[src/rtl/axi_pkg.sv]
// Shared AXI defaults, RRESP codes and the read-mux FSM state type.
package axi_pkg;
  localparam int AXI_ID_BITS   = 4;
  localparam int AXI_IDS_BITS  = 8;
  localparam int AXI_DATA_BITS = 32;

  localparam logic [1:0] RESP_OKAY   = 2'b00;
  localparam logic [1:0] RESP_EXOKAY = 2'b01;
  localparam logic [1:0] RESP_SLVERR = 2'b10;
  localparam logic [1:0] RESP_DECERR = 2'b11;

  typedef enum logic {IDLE = 1'b0, BURST = 1'b1} rd_mux_state_e;
endpackage

[src/rtl/rr_arbiter.sv]
// Round-robin arbiter: one-hot grant of the first requester at or after the pointer.
// The pointer moves to the slot after the current owner on an upd strobe.
module rr_arbiter #(
  parameter int N = 3
) (
  input  logic         clk,
  input  logic         rst,
  input  logic [N-1:0] req,
  input  logic         en,
  input  logic         upd,
  input  logic [N-1:0] cur,
  output logic [N-1:0] gnt
);
  localparam int PW = (N > 1) ? $clog2(N) : 1;

  logic [PW-1:0] ptr_q, ptr_d;

  always_comb begin
    int  k;
    logic found;
    gnt   = '0;
    found = 1'b0;
    for (int i = 0; i < N; i++) begin
      k = int'(ptr_q) + i;
      if (k >= N) k = k - N;
      if (en && !found && req[k]) begin
        gnt[k] = 1'b1;
        found  = 1'b1;
      end
    end
  end

  always_comb begin
    ptr_d = ptr_q;
    if (upd) begin
      for (int i = 0; i < N; i++)
        if (cur[i]) ptr_d = (i == N - 1) ? '0 : PW'(i + 1);
    end
  end

  always_ff @(posedge clk or negedge rst) begin
    if (!rst) ptr_q <= '0;
    else      ptr_q <= ptr_d;
  end
endmodule

[src/rtl/axi_rd_mux_rr.sv]
// AXI R-channel return mux: round-robin slave arbitration, grant locked per burst,
// one-hot master routing from the upper RID bits, bad selects drained to a sink.
module axi_rd_mux_rr
  import axi_pkg::*;
#(
  parameter int NUM_S     = 3,
  parameter int NUM_M     = 2,
  parameter int ID_BITS   = AXI_ID_BITS,
  parameter int IDS_BITS  = AXI_IDS_BITS,
  parameter int DATA_BITS = AXI_DATA_BITS,
  parameter bit REG_OUT   = 1'b0
) (
  input  logic                      clk,
  input  logic                      rst,
  input  logic [NUM_S*IDS_BITS-1:0]  RID_S,
  input  logic [NUM_S*DATA_BITS-1:0] RDATA_S,
  input  logic [NUM_S*2-1:0]         RRESP_S,
  input  logic [NUM_S-1:0]           RLAST_S,
  input  logic [NUM_S-1:0]           RVALID_S,
  output logic [NUM_S-1:0]           RREADY_S,
  output logic [ID_BITS-1:0]         RID_M,
  output logic [DATA_BITS-1:0]       RDATA_M,
  output logic [1:0]                 RRESP_M,
  output logic                       RLAST_M,
  output logic [NUM_M-1:0]           RVALID_M,
  input  logic [NUM_M-1:0]           RREADY_M,
  output logic                       drop_pulse
);
  rd_mux_state_e state_q, state_d;
  logic [NUM_S-1:0] gnt_q, gnt_d, arb_gnt;

  logic [IDS_BITS-1:0]  sel_id;
  logic [DATA_BITS-1:0] sel_data;
  logic [1:0]           sel_resp;
  logic                 sel_last, sel_vld;
  logic [NUM_M-1:0]     msel;
  logic                 msel_ok, vld_s, tgt_rdy, slv_rdy, rel;

  // Grant is one-hot, so an OR-reduction acts as the slave mux.
  always_comb begin
    sel_id   = '0;
    sel_data = '0;
    sel_resp = '0;
    sel_last = 1'b0;
    sel_vld  = 1'b0;
    for (int s = 0; s < NUM_S; s++) begin
      if (gnt_q[s]) begin
        sel_id   = sel_id   | RID_S[s*IDS_BITS +: IDS_BITS];
        sel_data = sel_data | RDATA_S[s*DATA_BITS +: DATA_BITS];
        sel_resp = sel_resp | RRESP_S[s*2 +: 2];
        sel_last = sel_last | RLAST_S[s];
        sel_vld  = sel_vld  | RVALID_S[s];
      end
    end
  end

  generate
    if (IDS_BITS > ID_BITS + NUM_M) begin : g_id_hi
      logic id_hi_unused;
      assign id_hi_unused = ^sel_id[IDS_BITS-1:ID_BITS+NUM_M];
    end
  endgenerate

  assign msel    = sel_id[ID_BITS +: NUM_M];
  assign msel_ok = (msel != '0) && ((msel & (msel - NUM_M'(1))) == '0);
  assign vld_s   = (state_q == BURST) && sel_vld;
  assign rel     = slv_rdy & sel_last;

  rr_arbiter #(.N(NUM_S)) u_arb (
    .clk (clk),
    .rst (rst),
    .req (RVALID_S),
    .en  (state_q == IDLE),
    .upd (rel),
    .cur (gnt_q),
    .gnt (arb_gnt)
  );

  always_ff @(posedge clk or negedge rst) begin
    if (!rst) begin
      state_q <= IDLE;
      gnt_q   <= '0;
    end else begin
      state_q <= state_d;
      gnt_q   <= gnt_d;
    end
  end

  always_comb begin
    state_d = state_q;
    gnt_d   = gnt_q;
    case (state_q)
      IDLE: if (|RVALID_S) begin
        state_d = BURST;
        gnt_d   = arb_gnt;
      end
      BURST: if (rel) begin
        state_d = IDLE;
        gnt_d   = '0;
      end
      default: begin
        state_d = IDLE;
        gnt_d   = '0;
      end
    endcase
  end

  // Bad selects are always accepted so a stray burst can never wedge the lock.
  always_comb begin
    drop_pulse = vld_s & ~msel_ok;
    slv_rdy    = drop_pulse | (vld_s & msel_ok & tgt_rdy);
    RREADY_S   = gnt_q & {NUM_S{slv_rdy}};
  end

  generate
    if (REG_OUT) begin : g_reg
      logic                 ov_q, ov_d, olast_q, olast_d, drain, acc;
      logic [ID_BITS-1:0]   oid_q, oid_d;
      logic [DATA_BITS-1:0] odata_q, odata_d;
      logic [1:0]           oresp_q, oresp_d;
      logic [NUM_M-1:0]     omsel_q, omsel_d;

      assign drain   = ov_q & |(omsel_q & RREADY_M);
      assign tgt_rdy = ~ov_q | drain;
      assign acc     = vld_s & msel_ok & tgt_rdy;

      always_comb begin
        ov_d    = acc | (ov_q & ~drain);
        oid_d   = acc ? sel_id[ID_BITS-1:0] : oid_q;
        odata_d = acc ? sel_data : odata_q;
        oresp_d = acc ? sel_resp : oresp_q;
        olast_d = acc ? sel_last : olast_q;
        omsel_d = acc ? msel     : omsel_q;
      end

      always_ff @(posedge clk or negedge rst) begin
        if (!rst) begin
          ov_q    <= 1'b0;
          oid_q   <= '0;
          odata_q <= '0;
          oresp_q <= '0;
          olast_q <= 1'b0;
          omsel_q <= '0;
        end else begin
          ov_q    <= ov_d;
          oid_q   <= oid_d;
          odata_q <= odata_d;
          oresp_q <= oresp_d;
          olast_q <= olast_d;
          omsel_q <= omsel_d;
        end
      end

      always_comb begin
        RVALID_M = ov_q ? omsel_q : '0;
        RID_M    = ov_q ? oid_q   : '0;
        RDATA_M  = ov_q ? odata_q : '0;
        RRESP_M  = ov_q ? oresp_q : '0;
        RLAST_M  = ov_q & olast_q;
      end
    end else begin : g_comb
      logic fwd;
      assign fwd     = vld_s & msel_ok;
      assign tgt_rdy = |(msel & RREADY_M);

      always_comb begin
        RVALID_M = fwd ? msel : '0;
        RID_M    = fwd ? sel_id[ID_BITS-1:0] : '0;
        RDATA_M  = fwd ? sel_data : '0;
        RRESP_M  = fwd ? sel_resp : '0;
        RLAST_M  = fwd & sel_last;
      end
    end
  endgenerate
endmodule

[config.mk]
export PLATFORM = sky130hd
export DESIGN_NAME = axi_rd_mux_rr
export DESIGN_NICKNAME = d
export VERILOG_FILES = /design/src/rtl/axi_pkg.sv /design/src/rtl/rr_arbiter.sv /design/src/rtl/axi_rd_mux_rr.sv
export SDC_FILE = /design/constraint.sdc
export NUM_CORES = 1
export LEC_CHECK = 0
export BUFFER_PORTS_ARGS = -buffer_cell sky130_fd_sc_hd__buf_2
export CAP_MARGIN = 20
export CELL_PAD_IN_SITES_DETAIL_PLACEMENT = 0
export CELL_PAD_IN_SITES_GLOBAL_PLACEMENT = 1
export CORE_UTILIZATION = 20
export CTS_BUF_LIST = sky130_fd_sc_hd__clkbuf_2
export DETAILED_ROUTE_END_ITERATION = 6
export PLACE_DENSITY = 0.91
export SLEW_MARGIN = 5
export SYNTH_ARGS = -nofsm -noshare
export SYNTH_HDL_FRONTEND = slang
export SYNTH_SLANG_ARGS = --single-unit
[constraint.sdc]
create_clock -name clk -period 4.3 [get_ports clk]
set_input_delay 0.86 -clock clk [delete_from_list [all_inputs] [get_ports clk]]
set_output_delay 0.86 -clock clk [all_outputs]
set_load 0.05 [all_outputs]
Word level (Yosys, flattened, before mapping)
Cells that the tools add are included.
Storage, ports and cells
  bits in registers: 6
  input bits: 136
  output and inout port bits: 45
  logic and storage cells: 113
Cells by class
  $add $sub $neg: 6
  magnitude comparators: 9
  equal/unequal tests: 2
  muxes and demuxes: 51
  bitwise gates (word level): 23
  reductions and logical operators: 19
Operators with widths (count)
  $mux W32: 7
  $ge A32 B1 Y1 const B: 3
  $lt A32 B4 Y1 const B: 3
  $ge A32 B3 Y1 const B: 2
  $or A32 B32 Y32: 2
  $sub A32 B3 Y32 const B: 2
  $mux W1: 19
  $mux W6: 3
  $mux W2: 8
  $mux W3: 5
  $or A6 B6 Y6: 2
  $logic_and A1 B1 Y1: 10
  $bmux W1 S2: 3
  $demux W1 S2: 3
  $or A3 B3 Y3: 2
  $pmux W3 S2: 1
  $and A1 B1 Y1: 5
  $or A1 B1 Y1: 5
  $and A2 B2 Y2: 2
  $mux W4: 1
  $or A2 B2 Y2: 2
  $reduce_and A2 Y1: 2
  $add A2 B1 Y3 const B: 1
  $add A2 B2 Y3 const B: 1
  14 further kinds: 16

Longest topological paths before layout
Gate-level depths: netlist (run 1).
  depth after elaboration: 17
  gate-level depth with buffers: 8
  mapped depth without buffers: 7

Cells and area by module
Synthesis (run 1) repeated with hierarchy kept, for this count alone.
Second synthesis, totals
  cells, all modules: 166
  area total of the unflattened synthesis: 1222.4 µm²
By module, submodules not included
  axi_rd_mux_rr: instances 1, cells an instance 129, area each 910.9 µm², seq. area each 100.1 µm²
  rr_arbiter: instances 1, cells an instance 37, area each 311.5 µm², seq. area each 50.0 µm²

Worst setup path before layout (run 1)
No wires, ideal clock.
  path kind: input to output
  start: input RID_S[5]
  end: output RREADY_S[2]
  arrival: 3.110 ns
  required time: 3.440 ns
  slack: 0.330 ns
  cell stages on the path: 3
  buffers on the path: 0
  cells stage by stage: a222oi_1 nor3b_1 nor4_1
On the way
  cells in the longest elaborated chain, start to end: 13
  elaborated cells on any way between the ends: 18
  classes of those cells: add/sub (1); mux (3); bitwise (10); reduce/logical (4)
Ends and longest elaborated chain
  start: declaration: line axi_rd_mux_rr.sv:15  | input logic [NUM_S*IDS_BITS-1:0] RID_S,
  $mux W6 *: line axi_rd_mux_rr.sv:47  | if (gnt_q[s]) begin
  $or A6 B6 Y6: line axi_rd_mux_rr.sv:48  | sel_id = sel_id | RID_S[s*IDS_BITS +: IDS_BITS];
  $mux W6 *: line axi_rd_mux_rr.sv:47
  $or A6 B6 Y6: line axi_rd_mux_rr.sv:48
  $mux W6 *: line axi_rd_mux_rr.sv:47
  $sub A2 B1 Y2: line axi_rd_mux_rr.sv:65  | assign msel_ok = (msel != '0) && ((msel & (msel - NUM_M'(1))) == '0);
  $and A2 B2 Y2: line axi_rd_mux_rr.sv:65
  $logic_not A2 Y1: line axi_rd_mux_rr.sv:65
  $logic_and A1 B1 Y1: line axi_rd_mux_rr.sv:65
  $and A1 B1 Y1 or $not A1 Y1 (tied branches): line axi_rd_mux_rr.sv:111, axi_rd_mux_rr.sv:110
  $and A1 B1 Y1 (on tied branches): line axi_rd_mux_rr.sv:111, axi_rd_mux_rr.sv:110
  $or A1 B1 Y1 *: line axi_rd_mux_rr.sv:111  | slv_rdy = drop_pulse | (vld_s & msel_ok & tgt_rdy);
  $and A3 B3 Y3 *: line axi_rd_mux_rr.sv:112  | RREADY_S = gnt_q & {NUM_S{slv_rdy}};
  end: declaration: line axi_rd_mux_rr.sv:20  | output logic [NUM_S-1:0] RREADY_S,
Every way passes the cells marked *; elsewhere a longest branch is shown, timed or not.

Worst setup path after layout (run 1)
  start: input RID_S[5]
  end: output RDATA_M[11]
On the way
  cells in the longest elaborated chain, start to end: 11
  elaborated cells on any way between the ends: 12
  classes of those cells: add/sub (1); mux (4); bitwise (4); reduce/logical (3)
Ends and longest elaborated chain
  $mux W6 *: line axi_rd_mux_rr.sv:47
  $or A6 B6 Y6: line axi_rd_mux_rr.sv:48
  $mux W6 *: line axi_rd_mux_rr.sv:47
  $or A6 B6 Y6: line axi_rd_mux_rr.sv:48
  $mux W6 *: line axi_rd_mux_rr.sv:47
  $sub A2 B1 Y2: line axi_rd_mux_rr.sv:65
  $and A2 B2 Y2: line axi_rd_mux_rr.sv:65
  $logic_not A2 Y1: line axi_rd_mux_rr.sv:65
  $logic_and A1 B1 Y1 *: line axi_rd_mux_rr.sv:65
  $and A1 B1 Y1 *: line axi_rd_mux_rr.sv:163  | assign fwd = vld_s & msel_ok;
  $mux W32 *: line axi_rd_mux_rr.sv:169  | RDATA_M = fwd ? sel_data : '0;
  end: declaration: line axi_rd_mux_rr.sv:22  | output logic [DATA_BITS-1:0] RDATA_M,
Marked as above.

==> results of run 1 <==
==> synth_stat cells (3+ instances only) <==
library cell | instances | area, µm²
nand2b_1 | 3 | 18.8
inv_1 | 9 | 33.8
buf_2 | 3 | 15.0
ha_1 | 4 | 50.1
clkbuf_1 | 18 | 67.6
nor2_1 | 44 | 165
o2bb2ai_1 | 3 | 26.3
nor3b_1 | 4 | 30.0
dfrtp_1 | 6 | 150
a21oi_1 | 3 | 15.0
o21ai_0 | 7 | 35.0
a222oi_1 | 42 | 420
==> power groups by stage <==
stage / sequential, mW / combinational (mW) / clock [mW]
floorplan: 0.0898 / 0.750 / 0
global placement: 0.131 / 0.920 / 0
detailed placement: 0.133 / 0.933 / 0
CTS: 0.132 / 0.935 / 0.0424
global route: 0.140 / 1.01 / 0.0485
finish: 0.132 / 0.938 / 0.0415
==> metal layers <==
layer / global-route usage (%) / routed length [µm]
met4: 3.16 / 31
met3: 3.22 / 535
met5: 0 / 0
met2: 26.9 / 2890
met1: 19.0 / 2400
==> how the worst max path moves through the flow <==
stage,from,to,slack [ps]
after global routing,gnt_q[1],RDATA_M[22],540
after CTS,RID_S[5],RDATA_M[11],820
final,RID_S[5],RDATA_M[11],790
after floorplan,RID_S[5],RREADY_S[2],330
after detailed placement,RID_S[5],RDATA_M[11],820
after global placement,RVALID_S[0],RDATA_M[25],850
==> kinds of logic (layout without fill, tap and decap cells) <==
logic type	count (synthesis)	count (layout)	share of synthesized area, %
multiplexers	2	2	1.57
AO/OA/AOI/OAI	67	67	47.1
flip-flops	6	6	11.8
adder cells (fa/ha/maj)	4	4	3.94
buffers and inverters	31	193	10.0
AND/OR/NAND/NOR	65	65	24.8
XOR/XNOR	1	1	0.689
==> registers in the layout, summed over array words and instances, names as in the netlist <==
name / flops
gnt_q: 3
u_arb.ptr_q: 2
state_q: 1
==> final cells by class <==
| type | instances | area (µm²) |
|---|---|---|
| Clock buffer | 3 | 15.0 |
| Fill cell | 663 | 3820 |
| Tap cell | 75 | 93.8 |
| Timing Repair Buffer | 181 | 923 |
| Multi-Input combinational cell | 139 | 993 |
| Inverter | 9 | 33.8 |
| Sequential cell | 6 | 150 |
==> per-stage QoR <==
stage / utilization, % / cells / hold slack [ps]
floorplan: - / 176 / 480
global placement: 36.4 / 410 / 503
detailed placement: 36.4 / 410 / 517
CTS: 36.7 / 413 / 440
global route: 36.7 / 413 / 418
finish: 36.7 / 413 / 437
==> impl_metrics.env, run 1 <==
export IMPL_grt_max_degree=40
export IMPL_area_delta_synth_final_pct=73.8
export IMPL_ys_seq_area_share_pct=11.8
export IMPL_antenna_left=0
export IMPL_status="completed"
export IMPL_grt_total_usage_pct=15.3
export IMPL_leakage_nw=1.16
export IMPL_numCtsBuffers=3
export IMPL_cp_cell_sequence="buf_2 > a222oi_1 > xor2_1 > nand2b_1 > buf_4 > nor2_1 > buf_2"
export IMPL_fin_ws_ps=790
export IMPL_comb_power_share_pct=84.4
export IMPL_crit_path_end_kind="output port"
export IMPL_crit_top_cell="buf_2"
export IMPL_timing_final_crit_share_pct=81.6
export IMPL_io_buffers=174
export IMPL_gp_congestion=0.807
export IMPL_ys_types=34
export IMPL_postCtsResizedCells=0
export IMPL_clock_path_buffers=2
export IMPL_max_slew_worst_pin_slew_ps=786
export IMPL_seq_power_share_pct=11.9
export IMPL_pin_count=181
export IMPL_p_int_uw=443
export IMPL_cp_top_family="compound AO/OA/AOI/OAI gates"
export IMPL_relSlewSlack_pct=47.6
export IMPL_grt_pass1_vias=1742
export IMPL_yosys_warnings=0
export IMPL_start_util_pct=21.1
export IMPL_layout_min_cycle_time_ps=3510
export IMPL_maxSlewViolCount=0
export IMPL_max_vdd_ir_drop_mv=0.274
export IMPL_skew_ps=2.86
export IMPL_setup_viol=0
export IMPL_path_buf_inv=3
export IMPL_worstSkewPairLatency_ps=240
export IMPL_cap_violations=0
export IMPL_antenna_found_initial=0
export IMPL_wl_per_cell_um=14.2
export IMPL_worstPathRequired_ps=3440
export IMPL_rrSetupSlack_ps=1830
export IMPL_r2r_start="gnt_q[1]"
export IMPL_htreeDepth=1
export IMPL_fin_nets=480
export IMPL_pwr_share_clk_pct=3.7
export IMPL_num_rows=28
export IMPL_sw_frac_of_total_pct=60.2
export IMPL_syn_num_nets=316
export IMPL_diodes=0
export IMPL_dpl_instance_area_um2=2190
export IMPL_cts_hold_buf=0
export IMPL_clock_sinks=6
export IMPL_fp_dieW_um=81.7
export IMPL_first_pass_iters=6
export IMPL_avgViaCountPerCell=5.29
export IMPL_tns_ps=0
export IMPL_core_area_um2=6030
export IMPL_power_density_nw_per_um2=503
export IMPL_mostFrequentLayoutCells="174 x buf_2, 44 x nor2_1, 42 x a222oi_1"
export IMPL_crit_fanout=39
export IMPL_final_area_um2=2210
export IMPL_postCtsSetupBuffers=0
export IMPL_drive_above_1_share_pct=54.7
export IMPL_dieArea_um2=6680
export IMPL_worstSetupPathType="in2out"
export IMPL_die_height_um=81.7
export IMPL_grt_setup_unrepaired="false"
export IMPL_cts_tree="yes"
export IMPL_synthCells=176
export IMPL_netlist_area_um2=1270
export IMPL_vias=2184
export IMPL_drc=0
export IMPL_clock_root_buffer="clkbuf_2"
export IMPL_drt_iter0_markers=233
export IMPL_ys_async_sr_fraction_pct=100
export IMPL_cts_clk_slew_worst_paths_ps=60
export IMPL_finalWirelength_um=5850
export IMPL_hold_path_class="in2async"
export IMPL_cp_arrival_ps=2650
export IMPL_final_hold_violation_count=0
export IMPL_p_switching_uw=670
export IMPL_dp_slack_ps=820
export IMPL_start_kind="input pin"
export IMPL_synth_edff_count=0
export IMPL_yosys_register_bits=6
export IMPL_layout_commonest_cell="buf_2"
export IMPL_synth_main_ff_cell="dfrtp_1"
export IMPL_critPathSlowestCell="a222oi_1"
export IMPL_syn_avg_cell_area_um2=7.22
export IMPL_dpl_hpwl_um=4660
export IMPL_cp_depth=7
export IMPL_rr_worst_depth=5
export IMPL_r2r_end="u_arb.ptr_q[1]"
export IMPL_max_freq_mhz=285
export IMPL_fin_total_pwr_mw=1.11
export IMPL_grt_pass1_wl_um=7890
export IMPL_slowest_delay_ps=640
export IMPL_grt_ovfl_total=0
No activity file was read; power rests on OpenSTA's default activity.
==> run 2, diff against run 1 <==
CORE_UTILIZATION = 18   (was 20)
PLACE_DENSITY = 0.84   (was 0.91)
clock period = 3.5 ns   (was 4.3 ns; I/O delays follow)
==> impl_metrics.env, run 2 (synthesis results as in run 1) <==
export IMPL_status="completed"
export IMPL_setup_viol=0
export IMPL_largest_reg_flops=3
export IMPL_max_vdd_ir_drop_mv=0.180
export IMPL_leakage_nw=1.18
export IMPL_grt_ovfl_total=0
export IMPL_clock_sinks=6
export IMPL_start_util_pct=18.7
export IMPL_max_slew_worst_pin_slew_ps=661
export IMPL_finalWirelength_um=5900
export IMPL_max_freq_mhz=320
export IMPL_relSlewSlack_pct=56.0
export IMPL_grt_total_usage_pct=14.3
export IMPL_layout_commonest_cell="buf_2"
export IMPL_layout_min_cycle_time_ps=3120
export IMPL_crit_top_cell="buf_2"
export IMPL_clock_root_buffer="clkbuf_2"
export IMPL_grt_pass1_wl_um=8580
export IMPL_cp_arrival_ps=2420
export IMPL_grt_max_degree=40
export IMPL_antenna_found_initial=0
export IMPL_crit_fanout=39
export IMPL_core_area_um2=6790
export IMPL_power_density_nw_per_um2=613
export IMPL_fin_total_pwr_mw=1.39
export IMPL_largest_register="gnt_q"
export IMPL_pin_count=181
export IMPL_worstSetupPathType="in2out"
export IMPL_fin_ws_ps=375
export IMPL_hold_slack_ps=302
export IMPL_final_area_um2=2260
export IMPL_die_height_um=86.0
export IMPL_hold_path_class="in2async"
export IMPL_timing_final_crit_share_pct=89.3
export IMPL_dieArea_um2=7400
export IMPL_slowest_delay_ps=590
export IMPL_io_buffers=174
export IMPL_crit_path_end_kind="output port"
export IMPL_grt_setup_unrepaired="false"
export IMPL_start_kind="input pin"
export IMPL_first_pass_iters=7
export IMPL_final_hold_violation_count=0
export IMPL_gp_congestion=0.830
export IMPL_antenna_left=0
export IMPL_drc=0
export IMPL_grt_pass1_vias=1808
export IMPL_biggestRegsByFlops="gnt_q x3, u_arb.ptr_q x2, state_q x1"
export IMPL_wl_per_cell_um=13.5
export IMPL_worstPathRequired_ps=2800
export IMPL_cp_top_family="buffers and inverters"
export IMPL_diodes=0
export IMPL_critPathSlowestCell="a222oi_1"
export IMPL_cts_hold_buf=0
export IMPL_cts_tree="yes"
export IMPL_drive_above_1_share_pct=55.4
export IMPL_htreeDepth=1
export IMPL_cts_clk_slew_worst_paths_ps=60
export IMPL_dpl_hpwl_um=4660
export IMPL_fin_nets=483
export IMPL_dpl_instance_area_um2=2250
export IMPL_maxSlewViolCount=0
export IMPL_cp_cell_sequence="buf_2 > a222oi_1 > xor2_1 > nand2b_1 > buf_4 > nor2_1 > buf_2"
export IMPL_worstSkewPairLatency_ps=210
export IMPL_skew_ps=5.22
export IMPL_vias=2205
export IMPL_dp_slack_ps=377
export IMPL_postCtsSetupBuffers=0
export IMPL_avgViaCountPerCell=5.05
export IMPL_drt_iter0_markers=261
export IMPL_postCtsResizedCells=0
export IMPL_path_buf_inv=3
export IMPL_mostFrequentLayoutCells="174 x buf_2, 44 x nor2_1, 42 x a222oi_1"
export IMPL_clock_path_buffers=2
export IMPL_tns_ps=0
export IMPL_fp_dieW_um=86.0
export IMPL_numCtsBuffers=3
export IMPL_cap_violations=0
export IMPL_area_delta_synth_final_pct=78.1
export IMPL_num_rows=30
## run 2: cell types whose count changed in the layout (fill, tap and decap cells not counted), sizes merged
cell / before / now
buf: 181 / 184
## run 2: where the power goes
part           total (mW)  internal, mW  switching (mW)
sequential          0.126        0.0948          0.0312
combinational        1.22         0.441           0.775
clock              0.0460        0.0232          0.0228
total                1.39         0.559           0.829
## run 2: area by class of cell
| type | count | area (µm²) |
|---|---|---|
| inverters | 9 | 33.8 |
| well taps | 96 | 120 |
| multi-input cells | 139 | 1000 |
| fillers | 725 | 4530 |
| repair buffers | 184 | 946 |
| flip-flops and latches | 6 | 150 |
| clock buffers | 3 | 15.0 |
## run 2: path summary, 6_finish.rpt
path	from	to	slack, ps	cells after the start
max in group asynchronous	rst	u_arb.ptr_q[0]	3040	1
hold / removal	rst	gnt_q[1]	300	1
hold reg to reg	state_q	gnt_q[1]	540	1
setup reg to reg	gnt_q[1]	u_arb.ptr_q[1]	1270	6
min in group clk	state_q	gnt_q[1]	540	1
setup / recovery	RID_S[5]	RDATA_M[10]	380	7
## run 2: per-layer routing
metal | routed length (µm) | vias up | track usage [%]
met4 | 14 | 0 | 2.27
li1 | - | 1061 | -
met1 | 2340 | 1003 | 18.2
met5 | 0 | - | 0
met2 | 2930 | 139 | 24.7
met3 | 607 | 2 | 3.27
## run 2: metrics by stage
stage,util (%),cells
global route,33.3,437
floorplan,-,176
global placement,33.1,434
CTS,33.3,437
finish,33.3,437
detailed placement,33.1,434
